$ cat config.mk
export PLATFORM = sky130hd
export DESIGN_NAME = m_wb_uart_tx
export DESIGN_NICKNAME = d
export VERILOG_FILES = /design/src/rtl/m_wb_uart_tx_defs.sv /design/src/rtl/m_wb_uart_tx_fifo.sv /design/src/rtl/m_wb_uart_tx.sv
export SDC_FILE = /design/constraint.sdc
export NUM_CORES = 1
export LEC_CHECK = 0
export ABC_AREA = 1
export CAP_MARGIN = 10
export CORE_MARGIN = 1.5
export CORE_UTILIZATION = 55
export DETAILED_ROUTE_END_ITERATION = 7
export GPL_TIMING_DRIVEN = 1
export PLACE_DENSITY = 0.83
export SYNTH_ARGS = -nofsm -noshare
export SYNTH_HDL_FRONTEND = slang
export SYNTH_HIERARCHICAL = 1
export SYNTH_SLANG_ARGS = --single-unit
$ cat constraint.sdc
create_clock -name CLK_I -period 2.96 [get_ports CLK_I]
set_input_delay 0.296 -clock CLK_I [delete_from_list [all_inputs] [get_ports CLK_I]]
set_output_delay 0.296 -clock CLK_I [all_outputs]
set_load 0.01 [all_outputs]
$ cat src/rtl/m_wb_uart_tx_defs.sv
// rtl/m_wb_uart_tx_defs.sv - register map, bit positions and TX state encodings
// M_WB_UART_TX_PARITY_EN adds the PARITY state.
package m_wb_uart_tx_defs;

    localparam logic [1:0] ADR_TXDATA  = 2'd0;
    localparam logic [1:0] ADR_STATUS  = 2'd1;
    localparam logic [1:0] ADR_CTRL    = 2'd2;
    localparam logic [1:0] ADR_DIVISOR = 2'd3;

    localparam int ST_FULL    = 0;
    localparam int ST_EMPTY   = 1;
    localparam int ST_BUSY    = 2;
    localparam int ST_OVERRUN = 3;
    localparam int ST_COUNT   = 8;

    localparam int CTRL_IRQEN  = 0;
    localparam int CTRL_PARITY = 1;

    typedef enum logic [2:0] {
        S_IDLE  = 3'd0,
        S_START = 3'd1,
        S_DATA  = 3'd2,
`ifdef M_WB_UART_TX_PARITY_EN
        S_PARITY = 3'd3,
`endif
        S_STOP  = 3'd4
    } tx_state_e;

endpackage

$ cat src/rtl/m_wb_uart_tx_fifo.sv
// rtl/m_wb_uart_tx_fifo.sv - synchronous FIFO, 2^AW entries, show-ahead read port
module m_wb_uart_tx_fifo #(
    parameter int AW = 2,
    parameter int W  = 8
) (
    input  logic          clk_i,
    input  logic          rst_i,
    input  logic          push_i,
    input  logic          pop_i,
    input  logic [W-1:0]  din_i,
    output logic [W-1:0]  dout_o,
    output logic          full_o,
    output logic          empty_o,
    output logic [AW:0]   count_o
);
    localparam logic [AW:0] DEPTH = (AW+1)'(1 << AW);

    logic [W-1:0]  mem_q [0:(1<<AW)-1];
    logic [AW-1:0] wr_ptr_q, rd_ptr_q;
    logic [AW:0]   count_q, count_d;
    logic          push_ok, pop_ok;

    // Fullness is judged on the registered count, so a full FIFO drops a push even when popping.
    assign full_o  = (count_q == DEPTH);
    assign empty_o = (count_q == '0);
    assign push_ok = push_i & ~full_o;
    assign pop_ok  = pop_i & ~empty_o;
    assign dout_o  = mem_q[rd_ptr_q];
    assign count_o = count_q;

    always_comb begin
        count_d = count_q;
        if (push_ok && !pop_ok)
            count_d = count_q + (AW+1)'(1);
        else if (pop_ok && !push_ok)
            count_d = count_q - (AW+1)'(1);
    end

    always_ff @(posedge clk_i or posedge rst_i) begin
        if (rst_i) begin
            wr_ptr_q <= '0;
            rd_ptr_q <= '0;
            count_q  <= '0;
        end else begin
            if (push_ok) wr_ptr_q <= wr_ptr_q + AW'(1);
            if (pop_ok)  rd_ptr_q <= rd_ptr_q + AW'(1);
            count_q <= count_d;
        end
    end

    always_ff @(posedge clk_i) begin
        if (push_ok) mem_q[wr_ptr_q] <= din_i;
    end

endmodule

$ cat src/rtl/m_wb_uart_tx.sv
// rtl/m_wb_uart_tx.sv - Wishbone classic UART transmitter with TX FIFO and level irq
// M_WB_UART_TX_PARITY_EN enables the even-parity bit (CTRL bit1).
module m_wb_uart_tx
    import m_wb_uart_tx_defs::*;
#(
    parameter int unsigned CLKDIV = 286,
    parameter int          FIFOAW = 2
) (
    input  logic        CLK_I,
    input  logic        RST_I,
    input  logic        CYC_I,
    input  logic        STB_I,
    input  logic        WE_I,
    input  logic [1:0]  ADR_I,
    input  logic [31:0] DAT_I,
    input  logic [3:0]  SEL_I,
    output logic [31:0] DAT_O,
    output logic        ACK_O,
    output logic        TXD,
    output logic        irq
);
    logic        ack_q, irq_q, irqen_q, ovr_q;
    logic [31:0] dat_q, rd_data;
    logic [15:0] div_q, reload;
    logic        req, wr_sel0, wr_txdata;
    logic        fifo_pop, fifo_full, fifo_empty;
    logic [7:0]  fifo_dout;
    logic [FIFOAW:0] fifo_count;
    logic        unused_bits;

    tx_state_e   state_q, state_d;
    logic [15:0] cnt_q, cnt_d;
    logic [2:0]  bit_q, bit_d;
    logic [7:0]  shr_q, shr_d;
    logic        txd_q, txd_d;
    logic        tick;
`ifdef M_WB_UART_TX_PARITY_EN
    logic        par_en_q, par_q, par_d;
`endif

    assign req       = CYC_I & STB_I & ~ack_q;
    assign wr_sel0   = req & WE_I & SEL_I[0];
    assign wr_txdata = wr_sel0 & (ADR_I == ADR_TXDATA);
    assign reload    = (div_q < 16'd2) ? 16'd1 : div_q - 16'd1;
    assign tick      = (cnt_q == 16'd0);
    assign unused_bits = ^{DAT_I[31:16], SEL_I[3:2]};

    assign ACK_O = ack_q;
    assign DAT_O = dat_q;
    assign TXD   = txd_q;
    assign irq   = irq_q;

    m_wb_uart_tx_fifo #(.AW(FIFOAW), .W(8)) u_fifo (
        .clk_i   (CLK_I),
        .rst_i   (RST_I),
        .push_i  (wr_txdata),
        .pop_i   (fifo_pop),
        .din_i   (DAT_I[7:0]),
        .dout_o  (fifo_dout),
        .full_o  (fifo_full),
        .empty_o (fifo_empty),
        .count_o (fifo_count)
    );

    always_comb begin
        rd_data = 32'd0;
        case (ADR_I)
            ADR_STATUS: begin
                rd_data[ST_FULL]    = fifo_full;
                rd_data[ST_EMPTY]   = fifo_empty;
                rd_data[ST_BUSY]    = (state_q != S_IDLE);
                rd_data[ST_OVERRUN] = ovr_q;
                rd_data[ST_COUNT +: FIFOAW+1] = fifo_count;
            end
            ADR_CTRL: begin
                rd_data[CTRL_IRQEN] = irqen_q;
`ifdef M_WB_UART_TX_PARITY_EN
                rd_data[CTRL_PARITY] = par_en_q;
`endif
            end
            ADR_DIVISOR: rd_data[15:0] = div_q;
            default: ;
        endcase
    end

    always_ff @(posedge CLK_I or posedge RST_I) begin
        if (RST_I) begin
            ack_q   <= 1'b0;
            dat_q   <= 32'd0;
            irq_q   <= 1'b0;
            irqen_q <= 1'b0;
            ovr_q   <= 1'b0;
            div_q   <= 16'(CLKDIV);
`ifdef M_WB_UART_TX_PARITY_EN
            par_en_q <= 1'b0;
`endif
        end else begin
            ack_q <= req;
            dat_q <= (req && !WE_I) ? rd_data : 32'd0;
            irq_q <= irqen_q & fifo_empty & (state_q == S_IDLE);
            if (wr_txdata && fifo_full)
                ovr_q <= 1'b1;
            else if (wr_sel0 && ADR_I == ADR_STATUS && DAT_I[ST_OVERRUN])
                ovr_q <= 1'b0;
            if (wr_sel0 && ADR_I == ADR_CTRL) begin
                irqen_q <= DAT_I[CTRL_IRQEN];
`ifdef M_WB_UART_TX_PARITY_EN
                par_en_q <= DAT_I[CTRL_PARITY];
`endif
            end
            if (req && WE_I && ADR_I == ADR_DIVISOR) begin
                if (SEL_I[0]) div_q[7:0]  <= DAT_I[7:0];
                if (SEL_I[1]) div_q[15:8] <= DAT_I[15:8];
            end
        end
    end

    // txd_d is the line level for the state being entered, so TXD comes straight from a flop.
    always_comb begin
        state_d  = state_q;
        cnt_d    = cnt_q;
        bit_d    = bit_q;
        shr_d    = shr_q;
        txd_d    = txd_q;
        fifo_pop = 1'b0;
`ifdef M_WB_UART_TX_PARITY_EN
        par_d    = par_q;
`endif
        if (state_q != S_IDLE && !tick)
            cnt_d = cnt_q - 16'd1;
        case (state_q)
            S_IDLE: begin
                txd_d = 1'b1;
                if (!fifo_empty) begin
                    fifo_pop = 1'b1;
                    shr_d    = fifo_dout;
                    cnt_d    = reload;
                    state_d  = S_START;
                    txd_d    = 1'b0;
`ifdef M_WB_UART_TX_PARITY_EN
                    par_d    = ^fifo_dout;
`endif
                end
            end
            S_START: if (tick) begin
                cnt_d   = reload;
                bit_d   = 3'd0;
                state_d = S_DATA;
                txd_d   = shr_q[0];
            end
            S_DATA: if (tick) begin
                cnt_d = reload;
                if (bit_q == 3'd7) begin
                    state_d = S_STOP;
                    txd_d   = 1'b1;
`ifdef M_WB_UART_TX_PARITY_EN
                    if (par_en_q) begin
                        state_d = S_PARITY;
                        txd_d   = par_q;
                    end
`endif
                end else begin
                    bit_d = bit_q + 3'd1;
                    shr_d = shr_q >> 1;
                    txd_d = shr_q[1];
                end
            end
`ifdef M_WB_UART_TX_PARITY_EN
            S_PARITY: if (tick) begin
                cnt_d   = reload;
                state_d = S_STOP;
                txd_d   = 1'b1;
            end
`endif
            S_STOP: if (tick) begin
                state_d = S_IDLE;
                txd_d   = 1'b1;
            end
            default: begin
                state_d = S_IDLE;
                txd_d   = 1'b1;
            end
        endcase
    end

    always_ff @(posedge CLK_I or posedge RST_I) begin
        if (RST_I) begin
            state_q <= S_IDLE;
            cnt_q   <= 16'd0;
            bit_q   <= 3'd0;
            shr_q   <= 8'd0;
            txd_q   <= 1'b1;
`ifdef M_WB_UART_TX_PARITY_EN
            par_q   <= 1'b0;
`endif
        end else begin
            state_q <= state_d;
            cnt_q   <= cnt_d;
            bit_q   <= bit_d;
            shr_q   <= shr_d;
            txd_q   <= txd_d;
`ifdef M_WB_UART_TX_PARITY_EN
            par_q   <= par_d;
`endif
        end
    end

endmodule

==> reports/summary.md <==
The total routed wirelength is 11,800 um, and the number of buffers inserted by port buffering is 43. The total of endpoints with negative setup slack in the final report came out at 0. The maximum fanout count along the critical path was 5.

The die is 104 um wide. The logs give 5 for the first-pass detailed-route iteration total and 0.37 ns for the clock latency on the worst-skew pair. The max-slew headroom at the worst pin is 0.616.

The class of the most critical setup path was reg2reg. The count of hold-fix buffers inserted at cts was 0; the height of the die was 104 um. The tools report the startpoint of the worst-slack reg-to-reg timing path as u_fifo/count_o[0]. The slew of the pin with the lowest slew margin was 0.575 ns; the standard-cell row count was 36. The register clock-pin slew on the reported worst setup and hold paths is 0.10 ns, and the number of DRC violations after detailed routing is 0. Fill cells in the final layout number 835. The tools report the initial core utilization as 0.571. After synthesis the netlist holds a flip-flop and latch count of 106. The number of clock buffers added by TritonCTS is 9. The part of the cycle the worst path needs was 0.796; the area of the die was 0.0108 mm2. The number of maximum-capacitance constraint violations is 0. Number of global-route vias before repair: 4,332.

0 antenna diodes ended up in the layout. Prior to clock tree synthesis, the placed netlist has a worst setup slack of 0.225 ns. Leakage power total: 2.97 nW. The number of distinct library cells after synthesis is 42. The ratio of cells with drive above 1 in the final layout came out at 0.0990. The share of flip-flops with an asynchronous set or reset is 0.698, and the number of warning messages in the yosys log is 6. The run gives 0 as the number of antenna violations at the first check in global routing. The average vias per placed instance was 5.19; the core footprint was 0.00982 mm2. The worst endpoint required time is 3.23 ns. The total number of vias is 4,409, and the post-detailed-route count of antenna-violating nets is 0. The run gives 8860 um as the final HPWL from detailed placement. For the final database, setup skew stands at 0.0115 ns. The synthesized design contains 32 enable-type register cells. The most used flip-flop cell after synthesis is sky130_fd_sc_hd__dfrtp_1. The tools report the number of failing hold endpoints at the final stage as 0.

Global routing usage summed across all routing layers: 0.233. The logs give 0.503 for the register area share after synthesis and 765 for the final layout net count. The run gives 2.63 ns as the data arrival time at the worst-slack endpoint. For this design, the sink count on the clock tree is 106. Maximum vdd ir drop: 0.327 mV. Setup repair after global routing left no endpoint under its margin. The buffer levels on the longest clock path was 2.

The area overhead of the layout relative to synthesis was 12.2%; the global placement routability congestion was 0.919. Hold is met by 0.152 ns. After clock tree synthesis, the repair step resized 0 gates. The number of cells on the worst reg-to-reg path was 14. For the maximum level of the CTS H-tree, the log shows 3. STA classifies the critical path startpoint as a flop. Summing internal, switching and leakage power gives 3.05 mW. In the final routed layout, each cell accounts on average for 13.8 um. The average size of a mapped cell came out at 8.47 um2.

The first global-routing pass estimated 20,500 um of wire. For the final-report max-slew violation count, the log shows 0. Synthesis produced 662 cells. Maximum operating frequency: 424 MHz. The worst path in the final design needs a cycle of 2.36 ns, including I/O delays and setup. In this run the count of I/O pins placed on the die edge is 78. Across all register-to-register paths, the minimum setup slack is 0.60 ns. The worst path meets setup with 0.604 ns of slack.

TritonCTS built the clock tree. For this design the ratio of total power to cell area is 485 mW/mm2. The flow ran to the end, and the final reports show no timing, DRC or antenna violations.

The synthesized netlist occupies a cell area of 0.00561 mm2. For this run the aggregate overflow at the end of global routing stands at 0. For the setup TNS after final layout, the log shows 0 ns. The endpoint identified for the worst register-to-register timing path is u_fifo/count_o[2].

The master cell of the clock root buffer is sky130_fd_sc_hd__clkbuf_8. Worst min-delay path category: in2async. The setup fix buffers added after clock tree synthesis is 0, and the pin count of the biggest net entering global routing is 34. In this run, the number of DRC markers left after iteration 0 of detailed routing was 255.

The worst setup path is captured at a flop.
cells in the final DEF, fill, tap and decap left out, types with 2 or more instances in the layout:
cell type	instances
sky130_fd_sc_hd__a21oi_1	14
sky130_fd_sc_hd__buf_4	9
sky130_fd_sc_hd__clkbuf_8	9
sky130_fd_sc_hd__clkdlybuf4s50_1	43
sky130_fd_sc_hd__conb_1	16
sky130_fd_sc_hd__dfrtp_1	68
sky130_fd_sc_hd__dfstp_2	6
sky130_fd_sc_hd__edfxtp_1	32
sky130_fd_sc_hd__ha_1	9
sky130_fd_sc_hd__inv_1	88
sky130_fd_sc_hd__inv_2	10
sky130_fd_sc_hd__inv_6	2
sky130_fd_sc_hd__inv_8	2
sky130_fd_sc_hd__mux2i_1	6
sky130_fd_sc_hd__nand2_1	169
sky130_fd_sc_hd__nand2_2	10
sky130_fd_sc_hd__nand3_1	50
sky130_fd_sc_hd__nand4_1	4
sky130_fd_sc_hd__nor2_1	62
sky130_fd_sc_hd__nor2_2	4
sky130_fd_sc_hd__nor2_4	2
sky130_fd_sc_hd__nor3_1	14
sky130_fd_sc_hd__o211ai_1	17
sky130_fd_sc_hd__o211ai_2	2
sky130_fd_sc_hd__o21ai_0	28
sky130_fd_sc_hd__o21ai_1	3
sky130_fd_sc_hd__o21ai_2	7
sky130_fd_sc_hd__o21bai_1	2
sky130_fd_sc_hd__o22ai_1	2
sky130_fd_sc_hd__xor2_1	12
state kept, by name, summed over array words and instances (netlist names), 2 cells and up:
name and count:
DAT_O 16, cnt_q 16, u_fifo/rd_ptr_q 2, bit_q 3, div_q 16, u_fifo/mem_q 32, u_fifo/wr_ptr_q 2, shr_q 8
u_fifo/count_o 3, state_q 3
area by class of cell:
cell class              instances  area, um2  share of cell area
flip-flops and latches        106       2820               0.448
repair buffers                 52        498              0.0791
clock inverters                 7       68.8              0.0109
inverters                      99        372              0.0591
well taps                     133        166              0.0264
multi-input cells             444       2240               0.357
clock buffers                   9        124              0.0197
kinds of logic (layout without fill, tap and decap cells):
kind of cell | after synthesis | count (layout) | share of synthesized area
and+or+nand+nor | 322 | 322 | 0.249
adders and majority gates | 10 | 10 | 0.0237
other | 1 | 16 | 0.000669
buffers and inverters | 127 | 167 | 0.107
AOI/OAI and AO/OA | 77 | 77 | 0.0859
xor gates and xnor gates | 13 | 13 | 0.0203
DFF | 106 | 106 | 0.503
muxes | 6 | 6 | 0.0107
layer usage:
metal  part of all wire  wire length [um]  track usage  up-vias
met4              0.012               136       0.0605        0
met1               0.44              5190        0.313     2080
li1                   -                 -            -     2189
met5                  0                 0            0        -
met3              0.055               645       0.0345       12
met2               0.49              5790        0.396      128
critical path: stages, from the launching register on:
cell                      delay [ns]
sky130_fd_sc_hd__dfrtp_1        0.46
sky130_fd_sc_hd__inv_1          0.11
sky130_fd_sc_hd__nand3_1        0.18
sky130_fd_sc_hd__inv_1          0.16
sky130_fd_sc_hd__inv_1          0.11
sky130_fd_sc_hd__nand2_4        0.10
sky130_fd_sc_hd__inv_1          0.09
sky130_fd_sc_hd__nand2_1        0.13
sky130_fd_sc_hd__ha_1           0.18
sky130_fd_sc_hd__inv_1          0.06
sky130_fd_sc_hd__fa_1           0.37
sky130_fd_sc_hd__nand2_1        0.11
sky130_fd_sc_hd__nand3_1        0.08
sky130_fd_sc_hd__nand2_1        0.07
sky130_fd_sc_hd__nand2_1        0.04
power breakdown:
part	internal, mW	switching (mW)	leakage, nW
clock	0.329	0.530	0.0930
combinational	0.167	0.291	1.71
sequential	1.63	0.107	1.17
worst max-delay path by stage:
| stage | from | to | depth (start not counted) |
|---|---|---|---|
| 2_1_floorplan | ACK_O | u_fifo/count_o[2] | 13 |
| 3_3_place_gp | STB_I | u_fifo/count_o[2] | 15 |
| 3_5_place_dp | STB_I | u_fifo/count_o[2] | 15 |
| 4_1_cts | ACK_O | u_fifo/count_o[2] | 13 |
| 5_1_grt | ACK_O | u_fifo/count_o[2] | 13 |
| 6_report | u_fifo/count_o[0] | u_fifo/count_o[2] | 14 |
cell usage after synthesis (2+ instances only):
| cell | n | area share |
|---|---|---|
| sky130_fd_sc_hd__o211ai_2 | 2 | 0.0045 |
| sky130_fd_sc_hd__o22ai_1 | 2 | 0.0022 |
| sky130_fd_sc_hd__nand2_1 | 169 | 0.11 |
| sky130_fd_sc_hd__ha_1 | 9 | 0.020 |
| sky130_fd_sc_hd__inv_2 | 9 | 0.0060 |
| sky130_fd_sc_hd__o21ai_2 | 7 | 0.011 |
| sky130_fd_sc_hd__inv_1 | 89 | 0.060 |
| sky130_fd_sc_hd__nor2_1 | 62 | 0.041 |
| sky130_fd_sc_hd__nand2_2 | 10 | 0.011 |
| sky130_fd_sc_hd__nor2_2 | 4 | 0.0045 |
| sky130_fd_sc_hd__buf_6 | 5 | 0.010 |
| sky130_fd_sc_hd__dfrtp_1 | 68 | 0.30 |
| sky130_fd_sc_hd__buf_4 | 20 | 0.027 |
| sky130_fd_sc_hd__o21bai_1 | 2 | 0.0027 |
| sky130_fd_sc_hd__a21oi_1 | 14 | 0.012 |
| sky130_fd_sc_hd__mux2i_1 | 6 | 0.011 |
| sky130_fd_sc_hd__dfstp_2 | 6 | 0.028 |
| sky130_fd_sc_hd__nand4_1 | 4 | 0.0045 |
| sky130_fd_sc_hd__nor3_1 | 14 | 0.012 |
| sky130_fd_sc_hd__o21ai_1 | 3 | 0.0027 |
| sky130_fd_sc_hd__edfxtp_1 | 32 | 0.17 |
| sky130_fd_sc_hd__nand3_1 | 50 | 0.045 |
| sky130_fd_sc_hd__o21ai_0 | 28 | 0.025 |
| sky130_fd_sc_hd__xor2_1 | 12 | 0.019 |
| sky130_fd_sc_hd__o211ai_1 | 17 | 0.023 |
| sky130_fd_sc_hd__nor2_4 | 2 | 0.0040 |
through the flow:
stage | instance area, um2 | cells | util
floorplan | 5660 | 677 | -
global placement | 6100 | 834 | 0.621
detailed placement | 6100 | 834 | 0.621
CTS | 6290 | 850 | 0.641
global route | 6290 | 850 | 0.641
finish | 6290 | 850 | 0.641
Note: power is estimated with default switching activity, not from simulation.
